**src/rtl/spi_byte_arbiter.sv**
```systemverilog
// spi_byte_arbiter
//   Shares one SPI display transmitter between two byte-stream requesters.
//   A granted requester keeps the transmitter until it sends a byte flagged
//   last, or until it stays silent for TIMEOUT cycles while holding the lock.
//   Contention between new packets is resolved round-robin.
//   All registers update on the falling edge of i_clk.
//
// Ports
//   i_clk, i_rst            clock (falling-edge active), async active-high reset
//   i_reqN_valid/data/last  requester N byte offer (held until o_reqN_ack)
//   o_reqN_ack              one-cycle pulse: requester N byte captured
//   o_data_rdy, o_data      one-cycle strobe plus byte for the transmitter
//   i_trans_ena             one-cycle strobe: transmitter finished the byte
//   o_grant                 one-hot owner (01 req0, 10 req1, 00 none)
//   o_busy                  high whenever the FSM is not in IDLE
//   o_timeout_err           one-cycle pulse when a silent owner is released
//
// state   | meaning
// IDLE    | no owner; arbitrate new packets
// SEND    | byte just handed to transmitter; strobes drop
// WAIT_TX | waiting for the transmitter to finish the byte
// HOLD    | packet still open; wait for the owner's next byte or timeout

module spi_byte_arbiter #(
  parameter int TIMEOUT = 1000
) (
  input  logic       i_clk,
  input  logic       i_rst,
  input  logic       i_req0_valid,
  input  logic [7:0] i_req0_data,
  input  logic       i_req0_last,
  output logic       o_req0_ack,
  input  logic       i_req1_valid,
  input  logic [7:0] i_req1_data,
  input  logic       i_req1_last,
  output logic       o_req1_ack,
  output logic       o_data_rdy,
  output logic [7:0] o_data,
  input  logic       i_trans_ena,
  output logic [1:0] o_grant,
  output logic       o_busy,
  output logic       o_timeout_err
);

  typedef enum logic [1:0] {
    ST_IDLE,
    ST_SEND,
    ST_WAIT_TX,
    ST_HOLD
  } state_t;

  localparam logic [15:0] HOLD_LAST = 16'(TIMEOUT - 1);

  state_t      r_state;
  logic [7:0]  r_data;
  logic        r_last_flag;
  logic        r_last_grant;
  logic [1:0]  r_grant;
  logic [15:0] r_cnt;
  logic        r_ack0;
  logic        r_ack1;
  logic        r_data_rdy;
  logic        r_timeout_err;

  state_t      w_state_nxt;
  logic [7:0]  w_data_nxt;
  logic        w_last_flag_nxt;
  logic        w_last_grant_nxt;
  logic [1:0]  w_grant_nxt;
  logic [15:0] w_cnt_nxt;
  logic        w_ack0_nxt;
  logic        w_ack1_nxt;
  logic        w_data_rdy_nxt;
  logic        w_timeout_err_nxt;
  logic        w_sel_valid;
  logic        w_sel;

  always_ff @(negedge i_clk or posedge i_rst) begin
    if (i_rst) begin
      r_state       <= ST_IDLE;
      r_data        <= 8'h00;
      r_last_flag   <= 1'b0;
      r_last_grant  <= 1'b1;
      r_grant       <= 2'b00;
      r_cnt         <= 16'd0;
      r_ack0        <= 1'b0;
      r_ack1        <= 1'b0;
      r_data_rdy    <= 1'b0;
      r_timeout_err <= 1'b0;
    end else begin
      r_state       <= w_state_nxt;
      r_data        <= w_data_nxt;
      r_last_flag   <= w_last_flag_nxt;
      r_last_grant  <= w_last_grant_nxt;
      r_grant       <= w_grant_nxt;
      r_cnt         <= w_cnt_nxt;
      r_ack0        <= w_ack0_nxt;
      r_ack1        <= w_ack1_nxt;
      r_data_rdy    <= w_data_rdy_nxt;
      r_timeout_err <= w_timeout_err_nxt;
    end
  end

  always_comb begin
    w_state_nxt       = r_state;
    w_data_nxt        = r_data;
    w_last_flag_nxt   = r_last_flag;
    w_last_grant_nxt  = r_last_grant;
    w_grant_nxt       = r_grant;
    w_cnt_nxt         = r_cnt;
    w_ack0_nxt        = 1'b0;
    w_ack1_nxt        = 1'b0;
    w_data_rdy_nxt    = 1'b0;
    w_timeout_err_nxt = 1'b0;
    w_sel_valid       = 1'b0;
    w_sel             = 1'b0;

    case (r_state)
      ST_IDLE: begin
        // last_grant names the requester served last, so the other one wins a tie
        if (i_req0_valid && i_req1_valid) begin
          w_sel_valid = 1'b1;
          w_sel       = ~r_last_grant;
        end else if (i_req0_valid) begin
          w_sel_valid = 1'b1;
          w_sel       = 1'b0;
        end else if (i_req1_valid) begin
          w_sel_valid = 1'b1;
          w_sel       = 1'b1;
        end
      end
      ST_SEND: begin
        w_state_nxt = ST_WAIT_TX;
      end
      ST_WAIT_TX: begin
        if (i_trans_ena) begin
          if (r_last_flag) begin
            w_last_grant_nxt = r_grant[1];
            w_grant_nxt      = 2'b00;
            w_state_nxt      = ST_IDLE;
          end else begin
            w_cnt_nxt   = 16'd0;
            w_state_nxt = ST_HOLD;
          end
        end
      end
      ST_HOLD: begin
        // only the owner is looked at; a capture beats a coincident timeout
        w_sel       = r_grant[1];
        w_sel_valid = r_grant[1] ? i_req1_valid : i_req0_valid;
        if (!w_sel_valid) begin
          if (r_cnt == HOLD_LAST) begin
            w_timeout_err_nxt = 1'b1;
            w_last_grant_nxt  = r_grant[1];
            w_grant_nxt       = 2'b00;
            w_state_nxt       = ST_IDLE;
          end else begin
            w_cnt_nxt = r_cnt + 16'd1;
          end
        end
      end
      default: begin
        w_state_nxt = ST_IDLE;
      end
    endcase

    if (w_sel_valid) begin
      w_data_nxt      = w_sel ? i_req1_data : i_req0_data;
      w_last_flag_nxt = w_sel ? i_req1_last : i_req0_last;
      w_ack0_nxt      = ~w_sel;
      w_ack1_nxt      = w_sel;
      w_grant_nxt     = w_sel ? 2'b10 : 2'b01;
      w_data_rdy_nxt  = 1'b1;
      w_state_nxt     = ST_SEND;
    end
  end

  assign o_req0_ack    = r_ack0;
  assign o_req1_ack    = r_ack1;
  assign o_data_rdy    = r_data_rdy;
  assign o_data        = r_data;
  assign o_grant       = r_grant;
  assign o_busy        = (r_state != ST_IDLE);
  assign o_timeout_err = r_timeout_err;

endmodule
```
**config.mk**
```make
export PLATFORM = sky130hd
export DESIGN_NAME = spi_byte_arbiter
export DESIGN_NICKNAME = d
export VERILOG_FILES = /design/src/rtl/spi_byte_arbiter.sv
export SDC_FILE = /design/constraint.sdc
export NUM_CORES = 1
export LEC_CHECK = 0
export BUFFER_PORTS_ARGS = -buffer_cell sky130_fd_sc_hd__buf_2
export CORE_ASPECT_RATIO = 0.6
export CORE_UTILIZATION = 45
export DETAILED_ROUTE_END_ITERATION = 8
export PLACE_DENSITY = 0.73
export SETUP_SLACK_MARGIN = 0.15
export SLEW_MARGIN = 10
export SYNTH_ARGS = -nofsm -noshare
export SYNTH_HDL_FRONTEND = slang
export SYNTH_SLANG_ARGS = --single-unit
```
**constraint.sdc**
```tcl
create_clock -name i_clk -period 4.27 [get_ports i_clk]
set_input_delay 1.0675 -clock i_clk [delete_from_list [all_inputs] [get_ports i_clk]]
set_output_delay 1.0675 -clock i_clk [all_outputs]
set_load 0.05 [all_outputs]
```
==> summary.md, run 1 <==
| Metric | Value |
|---|---|
| Status | `finished with violations` |
| Failing checks | `negative setup slack` |
| Hold Crit Depth | `1` |
| Hold Vio Cnt, Final | `0` |
| Cells after Synth | `190` |
| DR iter-0 viols | `155` |
| GRT Total Usage | `27.5%` |
| Avg Cell Area, Syn | `10.5 sq um` |
| Largest net degree at the start of global routing | `35` |
| Initial Util | `47.8%` |
| Sequential Area | `852 sq um` |
| Top layer in use | `met4` |
| Hold path start | `o_data[4]$_DFFE_NP0P_` |
| Met2 WL | `2710 um` |
| Power Total | `2090 uW` |
| Setup crit start kind | `input pin` |
| CORE AREA | `0.00417 sq mm` |
| Leakage power total | `0.00123 uW` |
| Antenna viol nets, final | `0` |
| Finished Core Util | `72.5%` |
| Area Overhead vs Synth | `51.7%` |
| HPWL Detailed | `3400 um` |
| Mapped Area | `0.00199 sq mm` |
| Syn nets | `219` |
| RePlAce Congestion | `0.805` |
| DIE HEIGHT | `53.5 um` |
| Max Slew Vio Count | `0` |
| Minimum hold slack | `487 ps` |
| IO Count | `38` |
| Hold endpoint | `o_data[4]$_DFFE_NP0P_` |
| CP Capture Type | `register` |
| Maxcap violations | `0` |
| Clk pin slew, worst setup/hold paths | `50 ps` |
| Worst reg-to-reg path cell count | `9` |
| CP max-delay cell | `mux2_4` |
| Yosys warning count | `0` |
| Setup violators final | `19` |
| Seq cells post-synth | `34` |
| Initial antenna violation count | `0` |
| Setup WS post-layout | `-86.4 ps` |
| Slew Limit Headroom | `33.1%` |
| I/O Buffers | `37` |
| Critical path launch point | `i_req0_valid` |
| Largest stage delay, worst path | `350 ps` |
| Worst skew pair latency | `350 ps` |
| Most frequent cell on the critical path | `mux2_4` |
| Worst Path Buf+Inv | `2` |
| Area of the multi-input gates | `0.00137 sq mm` |
| PwrDens | `693 mW/mm^2` |
| Fin Clk Skew | `61.1 ps` |
| Worst VDD drop | `0.000344 V` |
| CTS tree | `done` |
| H-tree depth | `2` |
| CP max FO | `6` |
| Worst-Margin Slew | `996 ps` |
| Worst-path cell chain | `buf_6 -> mux2_4 -> a21oi_4 -> or2_4 -> clkinvlp_4 -> mux2_4` |
| GR Overflow Total | `0` |
| DR vias/cell | `5.98` |
| Crit-path leading delay family | `multiplexers` |
| CTS max path bufs | `2` |
| FF-to-FF Start | `r_state[0]$_DFFE_NP0P_` |
| Clock sinks | `34` |
| Die area | `0.00470 sq mm` |
| Crit Path Class | `in -> reg` |
| FF-to-FF End | `r_cnt[14]$_DFFE_NP0P_` |
| CTS Hold Bufs | `0` |
| Layout cells sized above 1 | `54.2%` |
| Residual DRC | `0` |
| Filler cells | `278` |
| Setup slack, reg-to-reg | `860 ps` |
| Worst Hold Class | `reg -> reg` |
| NumNets Final | `290` |
| Wl on met1 | `2780 um` |
| Vias | `1924` |
| Setup_tns | `-662 ps` |
| # diodes | `0` |
| Width of the die | `87.9 um` |
| First-pass GRT wire length | `9370 um` |
| Vias in the first global route | `1794` |
| Router iterations before antenna repair | `5` |
| CP Data Required Time | `2270 ps` |
| Root Driver | `clkbuf_8` |
| Routed wl met3 | `392 um` |
| Post-synth ARST share | `100%` |
| Row count | `18` |
| Yosys cell types | `45` |
| Worst Path Arrival | `2360 ps` |
| Post-Route WL | `5930 um` |
| Number of synthesized flops with an enable pin | `0` |
| Seq/Total Area, Yosys | `42.8%` |
| Most used DFF post-synth | `dfrtn_1` |
| Num CTS Buffers | `5` |
| RSZ-0062 raised after global routing | `yes` |
| WL/cell | `18.4 um` |
-- synthesized netlist by cell type, types with 3 or more instances --
cell	n	area [sq um]
clkbuf_1	3	11.3
inv_1	8	30.0
o21ai_0	8	40.0
nor4_1	5	31.3
nand2b_1	6	37.5
nand2_1	11	41.3
nor2_1	3	11.3
or4_1	8	60.1
o31ai_1	8	60.1
o21a_1	4	30.0
or4_4	3	33.8
a21oi_1	10	50.1
nand3_1	8	40.0
dfrtn_1	33	826
nor3_1	3	15.0
mux2_2	18	203
ha_1	6	75.1
nand4_1	6	37.5
mux2i_1	7	70.1
-- power by group --
part / total [uW] / switching, uW / internal, uW / leakage, uW
Combinational: 1360 / 739 / 616 / 0.000740
Clock: 254 / 123 / 131 / 0.0000497
Sequential: 483 / 68.0 / 415 / 0.000444
Total: 2090 / 930 / 1160 / 0.00123
-- cell type report --
class | count | share of cell area (%)
clock buffer | 7 | 2.86
clock inverter | 2 | 0.290
inverter | 7 | 1.12
multi-input combinational | 143 | 45.5
sequential | 34 | 28.2
tap | 60 | 2.49
timing repair buffer | 68 | 19.3
timing repair inverter | 1 | 0.249
-- placed cells by master, fill, tap and decap left out, types with 2 or more instances in the layout --
cell type   instances
a21oi_1             5
a21oi_2             5
a21oi_4             2
a221o_1             2
a22o_4              4
and4_1              2
buf_12              2
buf_2              19
buf_4              23
buf_6              23
clkbuf_8            6
clkinvlp_4          3
dfrtn_1            33
ha_1                5
inv_1               4
inv_2               2
mux2_2             15
mux2_4              4
mux2i_1             7
nand2_1            11
nand2b_1            6
nand3_1             8
nand4_1             6
nor2_1              2
nor3_1              2
nor4_1              2
nor4_4              4
o21a_1              4
o21ai_0             6
o31ai_2             2
o31ai_4             5
or4_1               4
or4_4               7
-- cells by family after synthesis --
logic type / after synthesis / share of synthesized area (%)
compound gates: 43 / 15.3
simple gates: 65 / 20.6
buf+inv: 16 / 3.33
mux: 26 / 14.3
flops: 34 / 42.8
fa+ha+maj: 6 / 3.77
-- registers in the layout, indices dropped and copies added (netlist names) --
name / cells
r_cnt: 16
o_data: 8
o_grant: 2
r_state: 2
o_data_rdy: 1
o_req0_ack: 1
o_req1_ack: 1
o_timeout_err: 1
r_last_flag: 1
r_last_grant: 1
-- metal layers --
| metal | vias up | track usage (%) |
|---|---|---|
| met4 | 0 | 6.56 |
| met3 | 12 | 7.18 |
| met2 | 81 | 41.3 |
| met1 | 952 | 39.4 |
| li1 | 879 | - |
| met5 | - | 0 |
-- stage by stage --
stage	area (sq um)	worst slack, ps	cells
after global routing	3020	-114	322
after CTS	2870	-60.3	320
final	3020	-86.4	322
after detailed placement	2370	-437	295
after global placement	2370	-394	295
after floorplan	2040	-256	190
-- worst max-delay path by stage --
stage / end / slack [ps] / cells after the start
detailed placement: o_data[1]$_DFFE_NP0P_ / -440 / 6
global placement: o_data[4]$_DFFE_NP0P_ / -390 / 5
finish: o_data[1]$_DFFE_NP0P_ / -90 / 6
floorplan: r_cnt[0]$_DFFE_NP0P_ / -260 / 5
CTS: o_busy / -60 / 4
global route: o_busy / -110 / 4
-- timing repair --
action,in CTS,in global routing
setup endpoints to repair,45,42
cloned,4,0
gates resized for setup,62,26
setup buffers,13,2
pin swaps,31,9
Power figures use the tool's default switching activity.
==> run 2, diff against run 1 <==
--- a/config.mk
+++ b/config.mk
@@ -7,6 +7,7 @@
 export LEC_CHECK = 0
 export BUFFER_PORTS_ARGS = -buffer_cell sky130_fd_sc_hd__buf_2
 export CORE_ASPECT_RATIO = 0.6
+export CORE_MARGIN = 2
 export CORE_UTILIZATION = 45
 export DETAILED_ROUTE_END_ITERATION = 8
 export PLACE_DENSITY = 0.73
==> summary.md, run 2 (same netlist as run 1, synthesis figures left out) <==
| Metric | Value |
|---|---|
| Status | `finished with violations (unchanged)` |
| Failing checks | `negative setup slack (unchanged)` |
| Most common cell after layout, fill and taps aside | `dfrtn_1 (unchanged)` |
| First-pass GRT wire length | `9920 um (was 9370 um)` |
| Setup violators final | `19 (unchanged)` |
| Post-route cell area | `0.00310 sq mm (was 0.00302 sq mm)` |
| IO Count | `38 (unchanged)` |
| Area Overhead vs Synth | `55.5% (was 51.7%)` |
| Setup slack, reg-to-reg | `1100 ps (was 860 ps)` |
| Vias | `1960 (was 1924)` |
| Row count | `18 (unchanged)` |
| Clock sinks | `34 (unchanged)` |
| Fin Clk Skew | `49.1 ps (was 61.1 ps)` |
| Clock share of power | `11.9% (was 12.1%)` |
| Hold Crit Depth | `1 (unchanged)` |
| Antenna viol nets, final | `0 (unchanged)` |
| Num CTS Buffers | `5 (unchanged)` |
| Power Internal | `1210 uW (was 1160 uW)` |
| Minimum hold slack | `479 ps (was 487 ps)` |
| Die area | `0.00499 sq mm (was 0.00470 sq mm)` |
| PwrDens | `693 mW/mm^2 (about the same)` |
| CORE AREA | `0.00419 sq mm (was 0.00417 sq mm)` |
| Most frequent cells in the layout | `dfrtn_1 (33), buf_4 (29), buf_6 (21) (was dfrtn_1 (33), buf_6 (23), buf_4 (23))` |
| Hold endpoint | `o_data[5]$_DFFE_NP0P_ (was o_data[4]$_DFFE_NP0P_)` |
| Hold path start | `o_data[5]$_DFFE_NP0P_ (was o_data[4]$_DFFE_NP0P_)` |
| Net Sw Power | `935 uW (was 930 uW)` |
| GRT Total Usage | `25.0% (was 27.5%)` |
| CP max FO | `5 (was 6)` |
| Combinational power share | `65.6% (was 64.8%)` |
| # diodes | `0 (unchanged)` |
| DP Area | `0.00239 sq mm (was 0.00237 sq mm)` |
| Residual DRC | `0 (unchanged)` |
| HPWL Detailed | `3360 um (was 3400 um)` |
| Worst reg-to-reg path cell count | `8 (was 9)` |
| GR Overflow Total | `0 (unchanged)` |
| Clk pin slew, worst setup/hold paths | `50 ps (about the same)` |
| DR vias/cell | `5.96 (was 5.98)` |
| CTS Hold Bufs | `0 (unchanged)` |
| DR iter-0 viols | `228 (was 155)` |
| Layout cells sized above 1 | `56.5% (was 54.2%)` |
| Router iterations before antenna repair | `5 (unchanged)` |
| Max Slew Vio Count | `0 (unchanged)` |
| Worst Path Arrival | `2390 ps (was 2360 ps)` |
| Worst VDD drop | `0.000507 V (was 0.000344 V)` |
| Worst-Margin Slew | `939 ps (was 996 ps)` |
| RSZ-0062 raised after global routing | `yes (unchanged)` |
| WL/cell | `18.8 um (was 18.4 um)` |
| Slew Limit Headroom | `36.9% (was 33.1%)` |
| FF-to-FF Start | `r_state[1]$_DFFE_NP0P_ (was r_state[0]$_DFFE_NP0P_)` |
| Maxcap violations | `0 (unchanged)` |
| I/O Buffers | `37 (unchanged)` |
| NumNets Final | `297 (was 290)` |
| RePlAce Congestion | `0.821 (was 0.805)` |
| Setup crit start kind | `input pin (unchanged)` |
| Sequential power share | `22.5% (was 23.1%)` |
| Largest net degree at the start of global routing | `35 (unchanged)` |
| Largest register by flop count | `r_cnt (unchanged)` |
| CP Capture Type | `register (unchanged)` |
| Crit Path Class | `in -> reg (unchanged)` |
| Width of the die | `89.9 um (was 87.9 um)` |
| Worst skew pair latency | `340 ps (was 350 ps)` |
| CTS max path bufs | `2 (unchanged)` |
| Setup WS post-layout | `-115 ps (was -86.4 ps)` |
| CP Data Required Time | `2280 ps (was 2270 ps)` |
| Leakage power total | `0.00128 uW (was 0.00123 uW)` |
| Root Driver | `clkbuf_8 (unchanged)` |
| DIE HEIGHT | `55.5 um (was 53.5 um)` |
| Initial Util | `47.5% (was 47.8%)` |
| FF-to-FF End | `r_cnt[7]$_DFFE_NP0P_ (was r_cnt[14]$_DFFE_NP0P_)` |
| Post-Route WL | `6190 um (was 5930 um)` |
| Worst Hold Class | `reg -> reg (unchanged)` |
| Initial antenna violation count | `0 (unchanged)` |
| CTS tree | `done (unchanged)` |
| Hold Vio Cnt, Final | `0 (unchanged)` |
| H-tree depth | `2 (unchanged)` |
| Vias in the first global route | `1884 (was 1794)` |
| Number of flip-flops in the largest register | `16 (unchanged)` |
| Place WS | `-467 ps (was -437 ps)` |
| Sw frac | `43.6% (was 44.4%)` |
[run 2: cell types whose count changed in the layout (fill, tap and decap cells not counted), sizes merged]
cell	delta
buf	+7
clkinv	+1
clkinvlp	-1
[run 2: through the flow]
| stage | utilization (%) | std cells | setup TNS [ps] | power (uW) |
|---|---|---|---|---|
| final | 73.9 | 329 | -1290 | 2140 |
| after global routing | 73.9 | 329 | -1910 | 2240 |
| after CTS | 69.2 | 324 | -578 | 1980 |
| after detailed placement | 57.0 | 297 | -10760 | 1390 |
| after global placement | 57.0 | 297 | -9770 | 1380 |
| after floorplan | - | 190 | -4990 | 1150 |
[run 2: layout make-up]
type / count / area [sq um]
Multi-Input combinational cell: 143 / 1390
Fill cell: 275 / 1090
Sequential cell: 34 / 852
Timing Repair Buffer: 75 / 644
Clock buffer: 7 / 86.3
Tap cell: 60 / 75.1
Inverter: 7 / 33.8
Clock inverter: 2 / 8.76
Timing Repair inverter: 1 / 7.51
[run 2: power groups by stage]
| stage | registers (uW) | logic, uW | clock network, uW |
|---|---|---|---|
| after floorplan | 638 | 508 | 2.93 |
| after global placement | 467 | 906 | 2.93 |
| after detailed placement | 470 | 914 | 2.93 |
| after CTS | 470 | 1260 | 257 |
| after global routing | 489 | 1480 | 269 |
| final | 482 | 1410 | 255 |
[run 2: worst max-delay path by stage]
stage                             to              startpoint  slack (ps)  depth (start not counted)
2_1_floorplan   r_cnt[0]$_DFFE_NP0P_            i_req0_valid        -260                          5
6_report       o_data[0]$_DFFE_NP0P_            i_req0_valid        -110                          7
4_1_cts                       o_busy  r_state[1]$_DFFE_NP0P_         -80                          4
3_5_place_dp   o_data[7]$_DFFE_NP0P_            i_req0_valid        -470                          5
5_1_grt        o_data[7]$_DFFE_NP0P_            i_req0_valid        -130                          7
3_3_place_gp   o_data[5]$_DFFE_NP0P_            i_req0_valid        -420                          5
[run 2: critical path, stage by stage]
cell and delay (ps):
buf_8 100, mux2_4 320, a21oi_4 160, or2_4 150
buf_4 120, clkinvlp_4 160, mux2_2 310
[run 2: per-layer routing]
metal | share of wire [%] | vias to the layer above | GRT usage, %
li1 | - | 889 | -
met2 | 45 | 106 | 37.8
met4 | 1.2 | 0 | 5.49
met5 | 0 | - | 0
met1 | 45 | 954 | 36.7
met3 | 8.5 | 11 | 6.00
[run 2: what timing repair did]
item	CTS	global route
resized for setup	58	33
pin swaps	31	10
setup endpoints to repair	45	43
gates cloned	4	0
setup buffers	15	5
==> run 3, diff against run 2 <==
--- a/config.mk
+++ b/config.mk
@@ -11,6 +11,7 @@
 export CORE_UTILIZATION = 45
 export DETAILED_ROUTE_END_ITERATION = 8
 export PLACE_DENSITY = 0.73
+export RECOVER_POWER = 25
 export SETUP_SLACK_MARGIN = 0.15
 export SLEW_MARGIN = 10
 export SYNTH_ARGS = -nofsm -noshare
==> summary.md, run 3 (same netlist as run 1, synthesis figures left out) <==
| Metric | Value |
|---|---|
| Vias | `1960 (unchanged)` |
| Number of flip-flops in the largest register | `16 (unchanged)` |
| DR vias/cell | `5.96 (unchanged)` |
| Num CTS Buffers | `5 (unchanged)` |
| Worst skew pair latency | `340 ps (about the same)` |
| H-tree depth | `2 (unchanged)` |
| Most frequent cells in the layout | `dfrtn_1 (33), buf_4 (29), buf_6 (21) (unchanged)` |
| Worst Path Buf+Inv | `3 (unchanged)` |
| GR Overflow Total | `0 (unchanged)` |
| Area of the multi-input gates | `0.00139 sq mm (unchanged)` |
| Largest stage delay, worst path | `320 ps (about the same)` |
| DR iter-0 viols | `228 (unchanged)` |
| Worst-Margin Slew | `939 ps (unchanged)` |
| Status | `finished with violations (unchanged)` |
| Post-Route WL | `6200 um (was 6190 um)` |
| Cell count after placement | `297 (unchanged)` |
| WL/cell | `18.8 um (about the same)` |
| Vias in the first global route | `1884 (unchanged)` |
| HPWL Detailed | `3360 um (unchanged)` |
| Fin Clk Skew | `49.1 ps (unchanged)` |
| Most common cell after layout, fill and taps aside | `dfrtn_1 (unchanged)` |
| Initial Util | `47.5% (unchanged)` |
| Sequential Area | `852 sq um (unchanged)` |
| FF-to-FF Start | `r_state[1]$_DFFE_NP0P_ (unchanged)` |
| Leakage power total | `0.00127 uW (was 0.00128 uW)` |
| Setup violators final | `19 (unchanged)` |
| Critical path depth | `7 (unchanged)` |
| Worst-path cell chain | `buf_8 -> mux2_4 -> a21oi_4 -> or2_4 -> buf_4 -> clkinvlp_4 -> mux2_2 (unchanged)` |
| Initial antenna violation count | `0 (unchanged)` |
| IO Count | `38 (unchanged)` |
| Crit-path leading delay family | `multiplexers (unchanged)` |
| Setup WS post-layout | `-115 ps (unchanged)` |
| Critical path launch point | `i_req0_valid (unchanged)` |
| Maxcap violations | `0 (unchanged)` |
| Die area | `0.00499 sq mm (unchanged)` |
| CP Data Required Time | `2280 ps (about the same)` |
| Setup slack, reg-to-reg | `1100 ps (about the same)` |
| Residual DRC | `0 (unchanged)` |
| RePlAce Congestion | `0.821 (unchanged)` |
| Root Driver | `clkbuf_8 (unchanged)` |
| Layout cells sized above 1 | `56.5% (unchanged)` |
| Worst VDD drop | `0.000507 V (about the same)` |
| Hold Vio Cnt, Final | `0 (unchanged)` |
| CTS Hold Bufs | `0 (unchanged)` |
| Largest register by flop count | `r_cnt (unchanged)` |
| Place WS | `-467 ps (unchanged)` |
| Setup crit start kind | `input pin (unchanged)` |
| Clk pin slew, worst setup/hold paths | `50 ps (about the same)` |
| Power Total | `2140 uW (about the same)` |
| DIE HEIGHT | `55.5 um (unchanged)` |
| Max Slew Vio Count | `0 (unchanged)` |
| # diodes | `0 (unchanged)` |
| FF-to-FF End | `r_cnt[7]$_DFFE_NP0P_ (unchanged)` |
| CTS max path bufs | `2 (unchanged)` |
| Area Overhead vs Synth | `54.7% (was 55.5%)` |
| Final std cells w/o fill | `329 (unchanged)` |
| Worst Path Arrival | `2390 ps (about the same)` |
| CP Capture Type | `register (unchanged)` |
| CP max FO | `5 (unchanged)` |
| PwrDens | `696 mW/mm^2 (was 693 mW/mm^2)` |
| Row count | `18 (unchanged)` |
| RSZ-0062 raised after global routing | `yes (unchanged)` |
| Slew Limit Headroom | `36.9% (unchanged)` |
| Clock sinks | `34 (unchanged)` |
| CTS tree | `done (unchanged)` |
| Filler cells | `276 (was 275)` |
| Antenna viol nets, final | `0 (unchanged)` |
| Worst Hold Class | `reg -> reg (unchanged)` |
| Largest net degree at the start of global routing | `35 (unchanged)` |
| CP max-delay cell | `mux2_4 (unchanged)` |
| Crit Path Class | `in -> reg (unchanged)` |
| Width of the die | `89.9 um (unchanged)` |
| GRT Total Usage | `25.0% (unchanged)` |
| Critical path endpoint | `o_data[0]$_DFFE_NP0P_ (unchanged)` |
| CORE AREA | `0.00419 sq mm (unchanged)` |
| NumNets Final | `297 (unchanged)` |
| Worst reg-to-reg path cell count | `8 (unchanged)` |
| First-pass GRT wire length | `9920 um (unchanged)` |
| Router iterations before antenna repair | `5 (unchanged)` |
| I/O Buffers | `37 (unchanged)` |
| Setup_tns | `-1290 ps (about the same)` |
| Failing checks | `negative setup slack (unchanged)` |
==> run 3: changes by cell type in the layout (fill, tap and decap cells not counted), sizes merged <==
cell | previous run | this run
clkbuf | 7 | 8
buf | 75 | 74
==> run 3: worst min path at each step <==
stage	cells past startpoint	from	slack (ps)	endpoint
4_1_cts	1	o_data[3]$_DFFE_NP0P_	460	o_data[3]$_DFFE_NP0P_
3_5_place_dp	1	o_data[2]$_DFFE_NP0P_	460	o_data[2]$_DFFE_NP0P_
5_1_grt	1	o_data[3]$_DFFE_NP0P_	500	o_data[3]$_DFFE_NP0P_
6_report	1	o_data[5]$_DFFE_NP0P_	480	o_data[5]$_DFFE_NP0P_
2_1_floorplan	2	r_last_flag$_DFFE_NP0P_	450	r_last_flag$_DFFE_NP0P_
3_3_place_gp	1	o_data[5]$_DFFE_NP0P_	450	o_data[5]$_DFFE_NP0P_
==> run 3: report_power, final <==
part           internal (uW)  switching (uW)  total, uW
sequential               415            66.7        482
clock                    131             124        256
combinational            661             744       1410
total                   1210             935       2140
==> run 3: stage by stage <==
stage               hold slack (ps)  instance area [sq um]  util, %
detailed placement              455                   2390     57.0
global placement                448                   2390     57.0
finish                          479                   3080     73.5
CTS                             464                   2900     69.2
floorplan                       448                   2040        -
global route                    495                   3080     73.5
==> run 3: final cells by class <==
type	instances	share of cell area, %
multi-input combinational	143	45.0
timing repair inverter	1	0.244
inverter	7	1.10
tap	60	2.44
timing repair buffer	75	20.4
clock buffer	7	2.80
sequential	34	27.7
clock inverter	2	0.284
==> run 3: per-layer routing <==
layer | vias to the layer above | share of wire, % | track usage (%)
li1 | 888 | - | -
met1 | 955 | 45 | 36.7
met2 | 106 | 45 | 37.8
met3 | 11 | 8.5 | 6.00
met4 | 0 | 1.2 | 5.49
met5 | - | 0 | 0
==> run 3: timing repair <==
action | in CTS | in global routing
gates resized for setup | 58 | 33
setup endpoints to repair | 45 | 43
gates cloned | 4 | 0
setup buffers | 15 | 5
pin swaps | 31 | 10
==> run 3: worst register-to-register path: stages, from the launching register on <==
cell and delay [ps]:
dfrtn_1 420, buf_4 130, ha_1 690, nand4_1 260, nor4_4 830, buf_4 380, nor4_4 80, buf_4 140
mux2i_1 100
